`src/rtl/rr_bus_arbiter.sv`:
```
// Round-robin arbiter for eight requesters sharing one byte-wide resource.
// Grants are held for a bounded tenure, then priority rotates past the owner.
module rr_bus_arbiter #(
    parameter int unsigned MAX_HOLD = 4
) (
    input  logic       clk,
    input  logic       rst_n,
    input  logic [7:0] Req,
    input  logic       Done,
    output logic [7:0] Grant,
    output logic [2:0] Sel,
    output logic       BusValid
);

    // state | meaning
    // IDLE  | no owner, Grant=0, waiting for any request
    // BUSY  | owner=Sel holds the resource, tenure counter running
    typedef enum logic {IDLE, BUSY} state_t;

    localparam logic [3:0] HOLD = 4'(MAX_HOLD);

    state_t     state, state_nxt;
    logic [2:0] last, last_nxt;
    logic [3:0] cnt, cnt_nxt;
    logic [7:0] grant_nxt;
    logic [2:0] sel_nxt;
    logic       bv_nxt;
    logic [2:0] base;
    logic [2:0] win;
    logic       found;
    logic       end_evt;

    // On an end event the owner becomes the new lowest-priority index.
    assign base    = (state == BUSY) ? Sel : last;
    assign end_evt = Done || !Req[Sel] || (cnt == HOLD);

    always_comb begin
        found = 1'b0;
        win   = base;
        for (int k = 1; k <= 8; k++) begin
            if (!found && Req[base + 3'(k)]) begin
                found = 1'b1;
                win   = base + 3'(k);
            end
        end
    end

    always_comb begin
        state_nxt = state;
        last_nxt  = last;
        cnt_nxt   = cnt;
        grant_nxt = Grant;
        sel_nxt   = Sel;
        bv_nxt    = BusValid;
        case (state)
            IDLE: begin
                if (found) begin
                    grant_nxt = 8'b1 << win;
                    sel_nxt   = win;
                    bv_nxt    = 1'b1;
                    cnt_nxt   = 4'd1;
                    state_nxt = BUSY;
                end
            end
            BUSY: begin
                if (!end_evt) begin
                    cnt_nxt = cnt + 4'd1;
                end else begin
                    last_nxt = Sel;
                    if (found) begin
                        grant_nxt = 8'b1 << win;
                        sel_nxt   = win;
                        cnt_nxt   = 4'd1;
                    end else begin
                        grant_nxt = 8'h00;
                        bv_nxt    = 1'b0;
                        cnt_nxt   = 4'd0;
                        state_nxt = IDLE;
                    end
                end
            end
            default: state_nxt = IDLE;
        endcase
    end

    always_ff @(posedge clk or negedge rst_n) begin
        if (!rst_n) begin
            state    <= IDLE;
            last     <= 3'd7;
            cnt      <= 4'd0;
            Grant    <= 8'h00;
            Sel      <= 3'd0;
            BusValid <= 1'b0;
        end else begin
            state    <= state_nxt;
            last     <= last_nxt;
            cnt      <= cnt_nxt;
            Grant    <= grant_nxt;
            Sel      <= sel_nxt;
            BusValid <= bv_nxt;
        end
    end

endmodule
```
`config.mk`:
```
export PLATFORM = sky130hd
export DESIGN_NAME = rr_bus_arbiter
export DESIGN_NICKNAME = d
export VERILOG_FILES = /design/src/rtl/rr_bus_arbiter.sv
export SDC_FILE = /design/constraint.sdc
export NUM_CORES = 1
export LEC_CHECK = 0
export ABC_CLOCK_PERIOD_IN_PS = 8100
export BUFFER_PORTS_ARGS = -buffer_cell sky130_fd_sc_hd__buf_2
export CORE_MARGIN = 2
export CORE_UTILIZATION = 35
export CTS_BUF_LIST = sky130_fd_sc_hd__clkbuf_4
export DETAILED_ROUTE_END_ITERATION = 10
export GPL_TIMING_DRIVEN = 0
export PLACE_DENSITY = 0.54
export SLEW_MARGIN = 0
export SYNTH_ARGS = -nofsm -noshare
export SYNTH_HDL_FRONTEND = slang
export SYNTH_SLANG_ARGS = --single-unit
export TNS_END_PERCENT = 10
```
`constraint.sdc`:
```
create_clock -name clk -period 8.1 [get_ports clk]
set_clock_uncertainty 0.1 [all_clocks]
set_input_delay 0.405 -clock clk [delete_from_list [all_inputs] [get_ports clk]]
set_output_delay 0.405 -clock clk [all_outputs]
set_load 0.1 [all_outputs]
```
Yosys cells after proc, flatten, opt, wreduce, memory -nomap -nowiden

Cells that the tools add are included.

Bits of input ports: 11
Flip-flop bits (word level): 20

Bitwise logic cells: 1
Magnitude comparators: 9
Reduce and logical (&&, ||, !) cells: 20
Shifts and indexed selects: 1
Equality and inequality tests: 4
Add/subtract/negate cells: 8
Muxes and demuxes: 53

Operator list:

| kind                                                                    | number |
|---|---|
| 3-bit by 4-bit < comparator with 1-bit output, second input constant    | 9 |
| 3-bit two-way mux                                                       | 11 |
| 1-bit binary-select mux with 3-bit select                               | 9 |
| 8-bit two-way mux                                                       | 3 |
| 1-bit two-way mux                                                       | 23 |
| 8-bit one-hot mux with 2 select lines                                   | 1 |
| 3-bit adder, second input constant                                      | 4 |
| 1-bit zero test                                                         | 8 |
| 4-bit two-way mux                                                       | 2 |
| 4-bit one-hot mux with 2 select lines                                   | 1 |
| 1-bit by 3-bit << shifter with 8-bit output, first input constant       | 1 |
| 1-bit logical AND                                                       | 7 |
| 3-bit by 2-bit adder with 3-bit output, second input constant           | 2 |
| 3-bit one-hot mux with 2 select lines                                   | 1 |
| 4-bit by 1-bit adder with 4-bit output, second input constant           | 1 |
| 4-bit by 3-bit equality test with 1-bit output, second input constant   | 1 |
| 2-bit inequality test, second input constant                            | 2 |
| 1-bit one-hot mux with 2 select lines                                   | 2 |
| 2-bit AND reduction                                                     | 2 |
| 3-bit by 1-bit adder with 3-bit output, second input constant           | 1 |
| 3-bit AND reduction                                                     | 1 |
| 1-bit logical OR                                                        | 2 |
| 2-bit by 1-bit inequality test with 1-bit output, second input constant | 1 |
| 1-bit inverter                                                          | 1 |

Longest topological paths before layout

Gate-level depths: netlist of run 1.

Word-level depth: 30
Mapped depth: 14
Mapped depth without buffers: 12

Worst setup path before layout of run 1

OpenSTA, ideal clock, no wires.

Path type: register to register
Start: reg Sel[1]
End: reg cnt[0]
Data arrival time: 3.742 ns
Setup time: 0.079 ns
Buffers on the path: 1
Cell stages (with the launch flop): 14
Path slack: 4.178 ns
Required time: 7.921 ns
Path through: dfrtp_1 mux2i_2 inv_2 ha_1 xnor2_1 buf_2 mux4_2 nand2_1 or4_4 inv_1 ha_1 mux2i_1 o21ai_0 a2bb2oi_1

Word-level cells in the longest chain between the ends: 29
Elaborated cells on any way between the ends: 55
Classes of those cells: add/sub (7); eq/ne (1); mux (30); reduce/logical (17)

RTL lines:

| element                                   | RTL line | RTL |
|---|---|---|
| from (decl)                               | 11       | `output logic [2:0] Sel,` |
| from (signal assigned)                    | 99       | `Sel <= sel_nxt;` |
| 3-bit two-way mux                         | 34       | `assign base = (state == BUSY) ? Sel : last;` |
| 3-bit by 1-bit adder with 3-bit output    | 41       | `if (!found && Req[base + 3'(k)]) begin` |
| 1-bit binary-select mux with 3-bit select | 41       |  |
| 1-bit two-way mux (implied by the code)   | 41       |  |
| 1-bit two-way mux                         | 41       |  |
| 1-bit zero test                           | 41       |  |
| 1-bit logical AND                         | 41       |  |
| 1-bit two-way mux                         | 41       |  |
| (+13 left out)                            | n/a      |  |
| 1-bit logical AND                         | 41       |  |
| 1-bit two-way mux                         | 41       |  |
| 1-bit zero test                           | 41       |  |
| 1-bit logical AND                         | 41       |  |
| 1-bit two-way mux                         | 41       |  |
| 1-bit two-way mux                         | 70       | `if (found) begin` |
| 4-bit two-way mux                         | 66       | `if (!end_evt) begin` |
| 4-bit one-hot mux with 2 select lines     | 55       | `case (state)` |
| to (signal assigned)                      | 97       | `cnt <= cnt_nxt;` |
| to (decl)                                 | 24       | `logic [3:0] cnt, cnt_nxt;` |

Parallel ways exist; a longest one is shown, timed or not. The select of a mux whose other input is x is not followed.
A chain may end at the register's enable or synchronous reset.

Worst setup path in the final report of run 1

Start: reg state
End: reg cnt[0]

Word-level cells in the longest chain between the ends: 29
Elaborated cells on any way between the ends: 51
Classes of those cells: add/sub (7); eq/ne (1); mux (28); bitwise (1); reduce/logical (14)

RTL lines:

| element                                   | RTL line | RTL |
|---|---|---|
| from (decl)                               | 22       | `state_t state, state_nxt;` |
| from (signal assigned)                    | 95       | `state <= state_nxt;` |
| 3-bit two-way mux                         | 34       |  |
| 3-bit by 1-bit adder with 3-bit output    | 41       |  |
| 1-bit binary-select mux with 3-bit select | 41       |  |
| 1-bit two-way mux (implied by the code)   | 41       |  |
| 1-bit two-way mux                         | 41       |  |
| 1-bit zero test                           | 41       |  |
| 1-bit logical AND                         | 41       |  |
| 1-bit two-way mux                         | 41       |  |
| (+13 left out)                            | n/a      |  |
| 1-bit logical AND                         | 41       |  |
| 1-bit two-way mux                         | 41       |  |
| 1-bit zero test                           | 41       |  |
| 1-bit logical AND                         | 41       |  |
| 1-bit two-way mux                         | 41       |  |
| 1-bit two-way mux                         | 70       |  |
| 4-bit two-way mux                         | 66       |  |
| 4-bit one-hot mux with 2 select lines     | 55       |  |

Parallel ways exist; a longest one is shown, timed or not. The select of a mux whose other input is x is not followed.

==> results of run 1 <==
## cells in the mapped netlist (all sizes together) (2+ instances only)
library cell  count
mux2i            17
nor3              2
buf               6
a221oi            2
nor2             14
dfrtp            17
dfstp             3
a32o              9
o21ai            16
and2              2
nand2b            4
a31oi             3
xnor2             3
mux2              8
a21oi             2
nand2            23
mux4             13
ha                5
a211oi            4
inv               9
o211ai            3
## per-stage QoR
step / hold WS, ps / util / instance area, um^2 / instances
final: 400 / 0.417 / 2160 / 281
after global routing: 427 / 0.417 / 2160 / 281
after CTS: 398 / 0.417 / 2160 / 281
after detailed placement: 288 / 0.405 / 2090 / 276
after global placement: 291 / 0.405 / 2090 / 276
after floorplan: 9.41 / - / 1900 / 184
## layer usage
metal,GRT usage,up-vias
met2,0.257,42
met3,0.0244,2
met1,0.257,766
li1,-,768
met4,0.0161,0
met5,0,-
## critical path: stages (launching register included)
cell and delay [ps]:
dfrtp_1 360, buf_6 140, mux2i_2 620, inv_2 260
ha_1 280, xnor2_1 240, buf_2 290, mux4_2 280
nand2_1 100, or4_4 560, inv_1 90, ha_1 270
mux2i_1 90, o21ai_0 100, a2bb2oi_1 160
## cell usage in the layout, fill, tap and decap left out, types with 2 or more instances in the layout
| cell | n |
|---|---|
| inv_1 | 7 |
| mux4_2 | 13 |
| a32o_2 | 8 |
| mux2_1 | 2 |
| nor2_1 | 14 |
| buf_2 | 24 |
| a211oi_1 | 4 |
| nand2b_1 | 4 |
| a21oi_1 | 2 |
| and2_1 | 2 |
| dfstp_2 | 3 |
| mux2_2 | 6 |
| a221oi_1 | 2 |
| clkbuf_4 | 3 |
| nor3_1 | 2 |
| nand2_1 | 22 |
| mux2i_2 | 3 |
| a31oi_1 | 3 |
| mux2i_4 | 2 |
| mux2i_1 | 12 |
| xnor2_1 | 2 |
| o211ai_1 | 3 |
| buf_6 | 3 |
| ha_1 | 5 |
| o21ai_0 | 16 |
| dfrtp_1 | 17 |
## how the worst max path moves through the flow
stage	start	slack [ps]	to	depth (start not counted)
3_3_place_gp	state	4130	cnt[0]	14
6_report	state	4060	cnt[0]	14
2_1_floorplan	Sel[1]	4180	cnt[0]	13
3_5_place_dp	state	4090	cnt[0]	14
5_1_grt	state	3670	cnt[0]	14
4_1_cts	state	4050	cnt[0]	14
## sequential cells by signal (all words and copies together), names as in the netlist
name      cells
Grant         8
BusValid      1
Sel           3
state         1
last          3
cnt           4
## area by class of cell
| class | count | area, um^2 | share of cell area |
|---|---|---|---|
| plain buffers | 7 | 51.3 | 0.0238 |
| clock buffers | 3 | 22.5 | 0.0104 |
| clock inverters | 1 | 30.0 | 0.0139 |
| inverters | 9 | 36.3 | 0.0168 |
| multi-input cells | 148 | 1300 | 0.605 |
| flip-flops and latches | 20 | 504 | 0.234 |
| well taps | 70 | 87.6 | 0.0406 |
| repair buffers | 23 | 120 | 0.0557 |
## kinds of logic after synthesis
| family | after synthesis |
|---|---|
| AO/OA/AOI/OAI | 51 |
| AND/OR/NAND/NOR | 51 |
| multiplexers | 38 |
| flip-flops | 20 |
| buffers and inverters | 16 |
| adder cells (fa/ha/maj) | 5 |
| XOR/XNOR | 3 |
==> results.cfg, run 1 <==
[setup_path]
worstSetupPathType = flip-flop to flip-flop
reg2reg_to = cnt[0]
required_ps = 8240
r2r_slack_ps = 4060
crit_arrival_ps = 4170
reg2reg_from = state
endpoint_kind = flip-flop
reg2regPathDepth = 14
path_max_fanout = 10
start_kind = flip-flop

[yosys]
seq_area_frac_synth = 0.266
ys_warn_count = 0
netlist_instances = 184
netlist.top_cell.by_area = dfrtp_1
async_flop_share = 1.00
muxShareOfSynthArea = 0.311
synth_seq_cells = 20
yosys.area_share.adder = 0.0330
synth_simple_gate_area_frac = 0.127
postSynthAreaPerCell_um2 = 10.3
synth_edf_count = 0
synth_top_family_by_area = multiplexers
syn-num-nets = 200
synth_compound_area_frac = 0.199
synth_xor_area_frac = 0.0178
syn_area_mm2 = 0.00190
synthTopCellsByArea = dfrtp_1 (22%), mux4_2 (15%), mux2i_1 (6.3%)
ys.flop_type = dfrtp_1
ys_types = 50
synth_top_cell_area_share = 0.224

[finish]
fin_nets = 228
area_delta_synth_final_pct = 13.7
n_antenna_cell = 0
drive_gt1_frac = 0.341
n_fill_cell = 504

[place]
gp_congestion = 0.843
io_buffers = 22
hpwlAfterDp_um = 3580
pre_cts_ws_ps = 4090

[routing]
vias_per_cell = 5.62
m1WireLength_um = 2410
wl_um = 4730
wl_per_cell_um = 16.8
drc = 0
firstDrtPassIters = 4
vias = 1578
met2_length_um = 2100
top_layer = met4
drtIter0Drc = 90
postRouteAntennaNets = 0
wl_met3_um = 209

[sta]
finalSetupTns_ps = 0
tightestPinTransition_ps = 745
hold_viol = 0
finalSetupViolations = 0
fin_crit_sh = 0.498
slew_headroom = 0.489
finalWorstSetupSlack_ps = 4060
rsz0062_at_grt = false
period_needed_ps = 4040
clock.fmax_ghz = 0.248
drv_slew = 0

[cts]
hold_buffers = 1
clk_latency_ps = 300
root_buffer = clkbuf_4
tritoncts = yes
cts_made_buffers = 3
numClockSinks = 20
cts_buffer_depth = 2
cts_resized = 0
cts_setup_buffers = 0
htreeDepth = 1
path_clk_slew_ps = 120

[hold_path]
min_to = BusValid
holdCritPathClass = primary input to flip-flop
holdPathStages = 4
worstHoldStart = Done

[die]
dieArea_mm2 = 0.00602
fp-row-count = 26
io_pins = 23
fp.dieH_um = 77.6
die_x_um = 77.6
core_area_mm2 = 0.00517
start_util = 0.366

[grt]
grt_pass1_wl_um = 8160
overflow = 0
antenna_found_initial = 0
grt_pass1_vias = 1579
grt_max_degree = 21
grtUsageTotal = 0.167

[outcome]
status = completed

[run]
max_cap_viol_count = 0
Power of run 1 is left out: the tool's default activity adds up to more than one toggle a clock period on the data nets, which glitch-free logic cannot reach.
==> run 2: changes to the inputs <==
Settings changed: ABC_AREA set to 1, ABC_CLOCK_PERIOD_IN_PS 8100 to 3800, PLACE_DENSITY 0.54 to 0.53.
Clock period 8.1 ns to 3.8 ns, I/O delays scaled along.
==> run 2 against run 1 <==
Net effect: via count grew 41%; first-iteration DRC count grew 94%; sequential cell count is the same.
==> results.cfg, run 2 <==
[sta]
finalSetupViolations = 0
drv_slew = 0
rsz0062_at_grt = false
finalSetupTns_ps = 0
slew_headroom = 0.678
clock.fmax_ghz = 0.289
finalWorstSetupSlack_ps = 335
period_needed_ps = 3470
hold_viol = 0
fin_crit_sh = 0.912
tightestPinTransition_ps = 486

[die]
core_area_mm2 = 0.00624
dieArea_mm2 = 0.00700
start_util = 0.356
io_pins = 23
fp-row-count = 29
die_x_um = 83.7
fp.dieH_um = 83.7

[routing]
vias_per_cell = 5.01
wl_per_cell_um = 13.2
wl_um = 5840
firstDrtPassIters = 5
drc = 0
vias = 2219
postRouteAntennaNets = 0
drtIter0Drc = 175

[finish]
mostFrequentLayoutCell = nand2_1
top_register = Grant
largest_reg_flops = 8
layout_common_cells = nand2_1 (103), nand3_1 (63), inv_1 (30)
drive_gt1_frac = 0.273
area_delta_synth_final_pct = 13.1
fin_nets = 383
biggestRegsByFlops = Grant x8, cnt x4
final_cell_area_mm2 = 0.00251
n_antenna_cell = 0
instances_no_fill = 443

[place]
io_buffers = 22
gp_congestion = 0.911
pre_cts_ws_ps = 115
hpwlAfterDp_um = 4670
postPlaceCellArea_mm2 = 0.00243
placed_cells = 436

[setup_path]
cpMaxStageDelayCell = dfrtp_1
start_kind = flip-flop
endpoint_kind = flip-flop
cp-startpoint = state
required_ps = 3910
crit_arrival_ps = 3580
reg2reg_from = state
worstSetupPathType = flip-flop to flip-flop
crit_chain = buf_6, inv_8, nand2_8, nand2_4, buf_8, inv_1, ha_1, clkbuf_4, clkinvlp_4, nand3_1, nand3_2, nand2_4, nand4_1, nor2_1, nand4_2, inv_1, ha_1, inv_2, nand4_1, xor2_1, a21oi_1
slowest_delay_ps = 390
path_max_fanout = 10

[yosys]
async_flop_share = 1.00
yosysMostFrequentCell = nand2_1
netlist_top_cells_count = nand2_1 (103), nand3_1 (63), inv_1 (31)
synth_edf_count = 0
synth_seq_cells = 20
ys_warn_count = 0
ys.flop_type = dfrtp_1
synthTopCellsByArea = dfrtp_1 (19%), nand2_1 (17%), nand3_1 (14%)
netlist.top_cell.by_area = dfrtp_1
syn-num-nets = 353
seq_area_frac_synth = 0.227
postSynthAreaPerCell_um2 = 6.59
syn_area_mm2 = 0.00222
ys_types = 32
synth_top_cell_area_share = 0.191
netlist_instances = 337

[grt]
grt_pass1_vias = 2065
grt_pass1_wl_um = 9680
antenna_found_initial = 0
overflow = 0
grt_max_degree = 21
grtUsageTotal = 0.167

[cts]
numClockSinks = 20
cts_buffer_depth = 2
tritoncts = yes
root_buffer = clkbuf_4
htreeDepth = 1
cts_made_buffers = 3
clk_latency_ps = 310
path_clk_slew_ps = 130

[run]
max_cap_viol_count = 0

[outcome]
status = completed

[hold_path]
holdCritPathClass = primary input to flip-flop
worstHoldStart = Done
## run 2: area by class of cell
type	count	area, um^2
clock inverters	1	30.0
flip-flops and latches	20	504
fillers	689	3730
well taps	77	96.3
clock buffers	3	22.5
inverters	43	173
plain buffers	7	78.8
repair buffers	25	135
multi-input cells	267	1470
## run 2: cell families (layout without fill, tap and decap cells)
group,after synthesis,count (layout),share of synthesized area
AOI/OAI and AO/OA,33,33,0.0828
and+or+nand+nor,228,228,0.548
DFF,20,20,0.227
adders and majority gates,5,5,0.0282
buffers and inverters,50,79,0.110
xor gates and xnor gates,1,1,0.00394
## run 2: repair_timing
item,in CTS,in global routing
hold buffers,1,0
gates resized for setup,0,3
endpoints found under the setup margin,0,4
endpoints found under the hold margin,17,0
setup buffers,0,2
## run 2: final timing paths
path,endpoint,slack (ps),cells after the start
max in group asynchronous,last[0],2990,2
min in group asynchronous,Grant[4],250,2
min,cnt[1],210,6
min reg2reg,Grant[2],390,2
max,cnt[3],330,21
max reg2reg,cnt[3],330,21
## run 2: through the flow
| stage | hold WS [ps] | util |
|---|---|---|
| finish | 211 | 0.403 |
| global route | 270 | 0.403 |
| CTS | 214 | 0.399 |
| detailed placement | 73.5 | 0.389 |
| global placement | 68.7 | 0.389 |
| floorplan | -206 | - |
## run 2: layer usage
layer / vias up / wire length, um / track usage
met3: 6 / 196 / 0.00890
met5: - / 0 / 0
li1: 1166 / - / -
met4: 0 / 75 / 0.0469
met1: 1004 / 2800 / 0.227
met2: 43 / 2760 / 0.287
## run 2: critical path, delay by kind of cell (launching register included)
kind                       cells  cell delay (ps)
AOI/OAI and AO/OA              1               50
and+or+nand+nor                9             1100
DFF                            1              390
buffers and inverters          8             1090
adders and majority gates      2              450
xor gates and xnor gates       1              160
Power of run 2 is left out for the same reason.
